**config.mk**
```make
export PLATFORM = sky130hd
export DESIGN_NAME = fetch_sequencer
export DESIGN_NICKNAME = d
export VERILOG_FILES = /design/src/rtl/fetch_sequencer.sv
export SDC_FILE = /design/constraint.sdc
export NUM_CORES = 1
export LEC_CHECK = 0
export CELL_PAD_IN_SITES_DETAIL_PLACEMENT = 1
export CELL_PAD_IN_SITES_GLOBAL_PLACEMENT = 1
export CORE_MARGIN = 2
export CORE_UTILIZATION = 30
export DETAILED_ROUTE_END_ITERATION = 8
export GPL_ROUTABILITY_DRIVEN = 0
export PLACE_DENSITY_LB_ADDON = 0.2
export REMOVE_ABC_BUFFERS = 1
export SLEW_MARGIN = 0
export SYNTH_ARGS = -nofsm -noshare
export SYNTH_HDL_FRONTEND = slang
export SYNTH_SLANG_ARGS = --single-unit
```
**constraint.sdc**
```tcl
create_clock -name clk -period 1.8 [get_ports clk]
set_clock_uncertainty 0.1 [all_clocks]
set_input_delay 0.36 -clock clk [delete_from_list [all_inputs] [get_ports clk]]
set_output_delay 0.36 -clock clk [all_outputs]
set_load 0.03 [all_outputs]
```
**src/rtl/fetch_sequencer.sv**
```systemverilog
// Fetch sequencer: owns the PC and the IF/ID register, sequencing fetches against a
// variable-latency instruction memory with redirect, stall and halt handling.
//
// state   | meaning
// --------+-------------------------------------------------------------
// S_FETCH | request at pc, expecting a single-cycle hit
// S_WAIT  | miss outstanding, address held until imem_rdy
// S_REDIR | redirect captured during a miss, draining the old request
// S_HALT  | HLT retired, no requests until reset
module fetch_sequencer #(
  parameter logic [15:0] RESET_PC = 16'h0000,
  parameter logic [15:0] PC_INC   = 16'h0002
) (
  input  logic        clk,
  input  logic        rst,
  output logic        imem_req,
  output logic [15:0] imem_addr,
  input  logic        imem_rdy,
  input  logic [15:0] imem_data,
  input  logic        stall,
  input  logic        br_taken,
  input  logic [15:0] br_target,
  input  logic        hlt_dec,
  output logic [15:0] pc_out,
  output logic [15:0] instr_id,
  output logic [15:0] pcp2_id,
  output logic        valid_id,
  output logic        halted
);

  typedef enum logic [1:0] {S_FETCH, S_WAIT, S_REDIR, S_HALT} state_t;

  state_t      r_state, w_state_nxt;
  logic [15:0] r_pc, w_pc_nxt;
  logic [15:0] r_instr, w_instr_nxt;
  logic [15:0] r_pcp2, w_pcp2_nxt;
  logic [15:0] r_redir_pc, w_redir_pc_nxt;
  logic        r_valid, w_valid_nxt;
  logic        r_halted, w_halted_nxt;
  logic        r_halt_pend, w_halt_pend_nxt;

  logic [15:0] w_pc_inc;
  logic [15:0] w_target;
  logic        w_br;
  logic        w_hlt;

  assign w_pc_inc = r_pc + PC_INC;
  assign w_target = {br_target[15:1], 1'b0};
  // Stall masks decode events; decode re-presents them once the stall clears.
  assign w_br     = br_taken & ~stall;
  assign w_hlt    = hlt_dec & ~stall;

  always_comb begin
    w_state_nxt     = r_state;
    w_pc_nxt        = r_pc;
    w_instr_nxt     = r_instr;
    w_pcp2_nxt      = r_pcp2;
    w_redir_pc_nxt  = r_redir_pc;
    w_valid_nxt     = r_valid;
    w_halted_nxt    = r_halted;
    w_halt_pend_nxt = r_halt_pend;
    case (r_state)
      S_FETCH, S_WAIT: begin
        if (imem_rdy) begin
          if (r_state == S_WAIT && r_halt_pend) begin
            w_state_nxt     = S_HALT;
            w_valid_nxt     = 1'b0;
            w_halted_nxt    = 1'b1;
            w_halt_pend_nxt = 1'b0;
          end else begin
            w_state_nxt = S_FETCH;
            if (!stall) begin
              if (w_br) begin
                w_pc_nxt    = w_target;
                w_valid_nxt = 1'b0;
              end else if (w_hlt) begin
                w_state_nxt  = S_HALT;
                w_valid_nxt  = 1'b0;
                w_halted_nxt = 1'b1;
              end else begin
                w_instr_nxt = imem_data;
                w_pcp2_nxt  = w_pc_inc;
                w_valid_nxt = 1'b1;
                w_pc_nxt    = w_pc_inc;
              end
            end
          end
        end else begin
          w_state_nxt = S_WAIT;
          if (!stall) begin
            w_valid_nxt = 1'b0;
            if (w_br) begin
              w_redir_pc_nxt  = w_target;
              w_state_nxt     = S_REDIR;
              w_halt_pend_nxt = 1'b0;
            end else if (w_hlt) begin
              w_halt_pend_nxt = 1'b1;
            end
          end
        end
      end
      S_REDIR: begin
        w_valid_nxt = 1'b0;
        if (w_br) w_redir_pc_nxt = w_target;
        if (imem_rdy) begin
          w_pc_nxt    = w_br ? w_target : r_redir_pc;
          w_state_nxt = S_FETCH;
        end
      end
      S_HALT: begin
        w_valid_nxt  = 1'b0;
        w_halted_nxt = 1'b1;
      end
    endcase
  end

  always_ff @(posedge clk) begin
    if (rst) begin
      r_state     <= S_FETCH;
      r_pc        <= RESET_PC;
      r_instr     <= 16'h0000;
      r_pcp2      <= 16'h0000;
      r_redir_pc  <= 16'h0000;
      r_valid     <= 1'b0;
      r_halted    <= 1'b0;
      r_halt_pend <= 1'b0;
    end else begin
      r_state     <= w_state_nxt;
      r_pc        <= w_pc_nxt;
      r_instr     <= w_instr_nxt;
      r_pcp2      <= w_pcp2_nxt;
      r_redir_pc  <= w_redir_pc_nxt;
      r_valid     <= w_valid_nxt;
      r_halted    <= w_halted_nxt;
      r_halt_pend <= w_halt_pend_nxt;
    end
  end

  assign imem_req  = ~rst & (r_state != S_HALT);
  assign imem_addr = r_pc;
  assign pc_out    = r_pc;
  assign instr_id  = r_instr;
  assign pcp2_id   = r_pcp2;
  assign valid_id  = r_valid;
  assign halted    = r_halted;

endmodule

```
Yosys cells after proc, flatten, opt, wreduce, memory -nomap -nowiden
Index checks and enable logic that the tools add are counted.
W data, S select, Z words.

operators by class
  add/subtract/negate cells = 1
  eq/ne operators = 16
  muxes and demuxes = 37
  bitwise operators = 8
  reduce and logical (&&, ||, !) cells = 14

operators by type and width
  kind                     count
  $mux W16                 9
  $pmux W16 S2             2
  $add A16 B2 Y16 const B  1
  $mux W2                  8
  $mux W1                  15
  $ne A3 B3 Y1 const B     5
  $ne A2 B2 Y1 const B     7
  $reduce_and A6 Y1        2
  $not A1 Y1               5
  $reduce_and A5 Y1        1
  $eq A2 B2 Y1 const B     2
  $pmux W1 S2              2
  $pmux W2 S2              1
  $reduce_and A2 Y1        2
  $reduce_and A4 Y1        1
  $reduce_bool A2 Y1       2
  $reduce_or A2 Y1         2
  $and A1 B1 Y1            3
  $reduce_and A3 Y1        1
  $reduce_bool A3 Y1       1
  $eq A2 B1 Y1 const B     1
  $logic_not A2 Y1         1
  $ne A2 B1 Y1 const B     1
  $logic_and A1 B1 Y1      1

word-level totals
  flip-flop bits (word level) = 69
  bits of input ports = 38
  output and inout port bits = 67
  word-level logic and storage cells = 84

Logic depth before layout (Yosys ltp)
  word-level depth = 8
  mapped depth = 8
  depth with buffers taken out = 6

Least setup slack after synthesis
Ideal clock, no wire load.

  kind = reg2reg
  start point = register r_pc[1], in the netlist imem_addr[1]
  end point = register r_pc[15], in the netlist imem_addr[15]
  setup time = 134 ps
  arrival = 1881 ps
  data required time = 1566 ps
  path slack = -315 ps
  cell stages (with the launch flop) = 7
  path buffers = 0
  period minus slack after synthesis = 2115 ps
  cells stage by stage = dfxtp_1 -> ha_1 -> nand3_2 -> nor4_2 -> xor2_1 -> a222oi_1 -> a211oi_1

on the way
  word-level cells in the longest chain between the ends = 7

RTL lines
  element                 RTL line  source
  from (decl)             34        logic [15:0] r_pc, w_pc_nxt;
  from (signal assigned)  129       r_pc <= w_pc_nxt;
  $add A16 B2 Y16         47        assign w_pc_inc = r_pc + PC_INC;
  $mux W16                76        end else if (w_hlt) begin
  $mux W16                73        if (w_br) begin
  $mux W16                72        if (!stall) begin
  $mux W16                65        if (r_state == S_WAIT && r_halt_pend) begin
  $mux W16                64        if (imem_rdy) begin
  $pmux W16 S2            62        case (r_state)

No other way between the ends. The select of a mux whose other input is x is not followed.
A chain may end at the register's enable or synchronous reset.

Final worst setup path
  start point = register r_pc[5], in the netlist imem_addr[5]
  end point = output port pc_out[5]

RTL lines
  element    RTL line  source
  to (decl)  24        output logic [15:0] pc_out,

No word-level cell between the ends.

==> impl_metrics.toml <==
[status]
outcome = "finished, final reports clean"

[clocking]
cts_tree = "built"
root_buffer = "clkbuf_8"
clk_pin_slew_ns = 0.08
h-tree-depth = 3
numCtsBuffers = 9
cts_num_sinks = 69
cts_buffer_depth = 2
clkLatencyLatePin_ns = 0.35

[floorplan]
die_w_um = 108
dieHeight_um = 108
fp-row-count = 37
boundaryPins = 105
start_util_pct = 31.1
core_sq_um = 10400
dieArea_sq_um = 11700

[global_route]
gr-total-overflow = 0
grt_pass1_vias = 3250
grt_start_max_net_pins = 40
antenna_found_initial = 0
grt_pass1_wl_mm = 16.7
grt_usage_pct = 18.2

[setup_path]
cp.required_ns = 1.34
critPathArrivalTime_ns = 1.28
endpoint_kind = "primary output"
worstSetupStartpointType = "flop"
crit_type = "flop to primary output"
crit_fanout = 9
rrSetupSlack_ns = 0.08

[route]
post_drt_via_cell_ratio = 4.94
drc = 0
num_vias = 3302
ant_nets = 0
drt_iter0_drc = 116
wire_per_inst_um = 16.6
routed_wl_mm = 11.1
dr.pass1.iters = 5

[final_layout]
post-route-util_pct = 49.2
nets = 567
layout_common_cells = "nand2_1, dfxtp_1, dlygate4sd2_1, a21oi_1"
insertedDiodeCount = 0
finalNonFillerCells = 669
drive_above_1_share_pct = 22.0
final_common_cell = "nand2_1"
areaGrowthSynthToFinish_pct = 58.2

[logic_synthesis]
synth.largest_area_cell = "dfxtp_1"
avgSynthCellArea_sq_um = 8.06
synth_edf_count = 0
ys_ff_latch = 69
synthCells = 402
ys_seq_area_share_pct = 42.6
ys_warn_count = 0
syn_area_sq_um = 3240
ys.flop_type = "dfxtp_1"
synth_top_area_share_pct = 42.6
ys_async_sr_fraction_pct = 0
synth_cell_types = 45
yosys-top-cells-area = "dfxtp_1, nand2_1, a21oi_1, buf_4, nor2_1"

[power]
cellPowerDensity_nw_per_um2 = 775
p_leak_uw = 0.00218
p_total_uw = 3970
irDropWorstVdd_v = 0.000386

[timing]
max_freq_mhz = 575
rsz0062_at_grt = "true"
setup_viol = 0
period_needed_ns = 1.74
drv_slew = 0
slew_headroom_pct = 73.6
finalHoldViolations = 0
tightest_slew_ns = 0.395
post-route-worst-setup-slack_ns = 0.0598
timing.final.crit_share_pct = 96.7

[worst_hold_path]
hp-class = "flop to flop"

[run]
drv_cap = 0

[placement]
io_buffers = 103
place_ws_ns = -0.440
dp_hpwl_mm = 7.41
dp_cells = 643
## power breakdown
| part | switching [uW] | leakage [uW] | total, uW | internal (uW) |
|---|---|---|---|---|
| clock network | 616 | 0.000120 | 1580 | 964 |
| registers | 53.6 | 0.000565 | 1640 | 1590 |
| logic | 417 | 0.00149 | 754 | 337 |
## worst paths after layout
path / from / end / cells past startpoint
max: imem_addr[5] / pc_out[5] / 2
min: instr_id[14] / instr_id[14] / 2
max reg2reg: r_state[0] / pcp2_id[7] / 6
min reg2reg: instr_id[14] / instr_id[14] / 2
## stage by stage
step	hold WS [ns]	setup TNS [ns]	instance area, sq um
2_1_floorplan	0.329	-9.88	2970
3_3_place_gp	0.341	-18.05	4600
3_5_place_dp	0.348	-20.94	4600
4_1_cts	0.358	-0.0337	4860
5_1_grt	0.378	-0.217	5130
6_report	0.354	0	5130
## logic make-up after synthesis
logic type	count (synthesis)	share of synthesized area [%]
compound gates	99	20.3
xor+xnor	13	3.51
fa+ha+maj	1	0.386
buf+inv	51	8.92
flops	69	42.6
simple gates	169	24.3
## Yosys cell counts, types with 2 or more instances
cell type	instances
nor2_1	44
a211oi_1	16
inv_1	4
xor2_1	10
nand2b_1	4
nand4_4	2
and3_1	3
nand2_1	81
nor4_2	2
a21oi_1	46
a22o_1	2
nand3_1	7
nor4_1	2
a221oi_1	3
nor3b_1	3
nor2b_1	4
clkbuf_1	13
buf_4	22
xnor2_1	3
a222oi_1	8
buf_2	11
o21ai_0	11
nor3_1	11
dfxtp_1	69
## final cells by class
class | instances | area (sq um)
sequential | 69 | 1400
inverter | 4 | 15.0
clock buffer | 11 | 141
fill | 1229 | 5290
clock inverter | 5 | 106
tap | 136 | 170
multi-input combinational | 282 | 1690
timing repair buffer | 162 | 1610
## critical path, cell delays in order, from the launching register on
cell and delay [ns]:
dfxtp_1 0.38, buf_4 0.19, clkdlybuf4s15_1 0.38
## registers in the layout, summed over array words and instances, names as in the netlist
signal       cells
pcp2_id         16
r_redir_pc      16
r_halt_pend      1
imem_addr       16
halted           1
r_state          2
valid_id         1
instr_id        16
## timing repair
item,4_1_cts,5_1_grt
cloned,1,6
hold buffers,0,0
endpoints found under the setup margin,79,65
setup buffers,0,4
gates resized for setup,89,39
pin swaps,1,10
## per-layer routing
| metal | vias to the layer above | routed length (um) | global-route usage [%] |
|---|---|---|---|
| li1 | 1631 | - | - |
| met1 | 1594 | 4920 | 22.7 |
| met2 | 69 | 5690 | 31.9 |
| met3 | 8 | 424 | 3.98 |
| met4 | 0 | 91 | 4.30 |
| met5 | - | 0 | 0 |
Note: power is estimated with default switching activity, not from simulation.
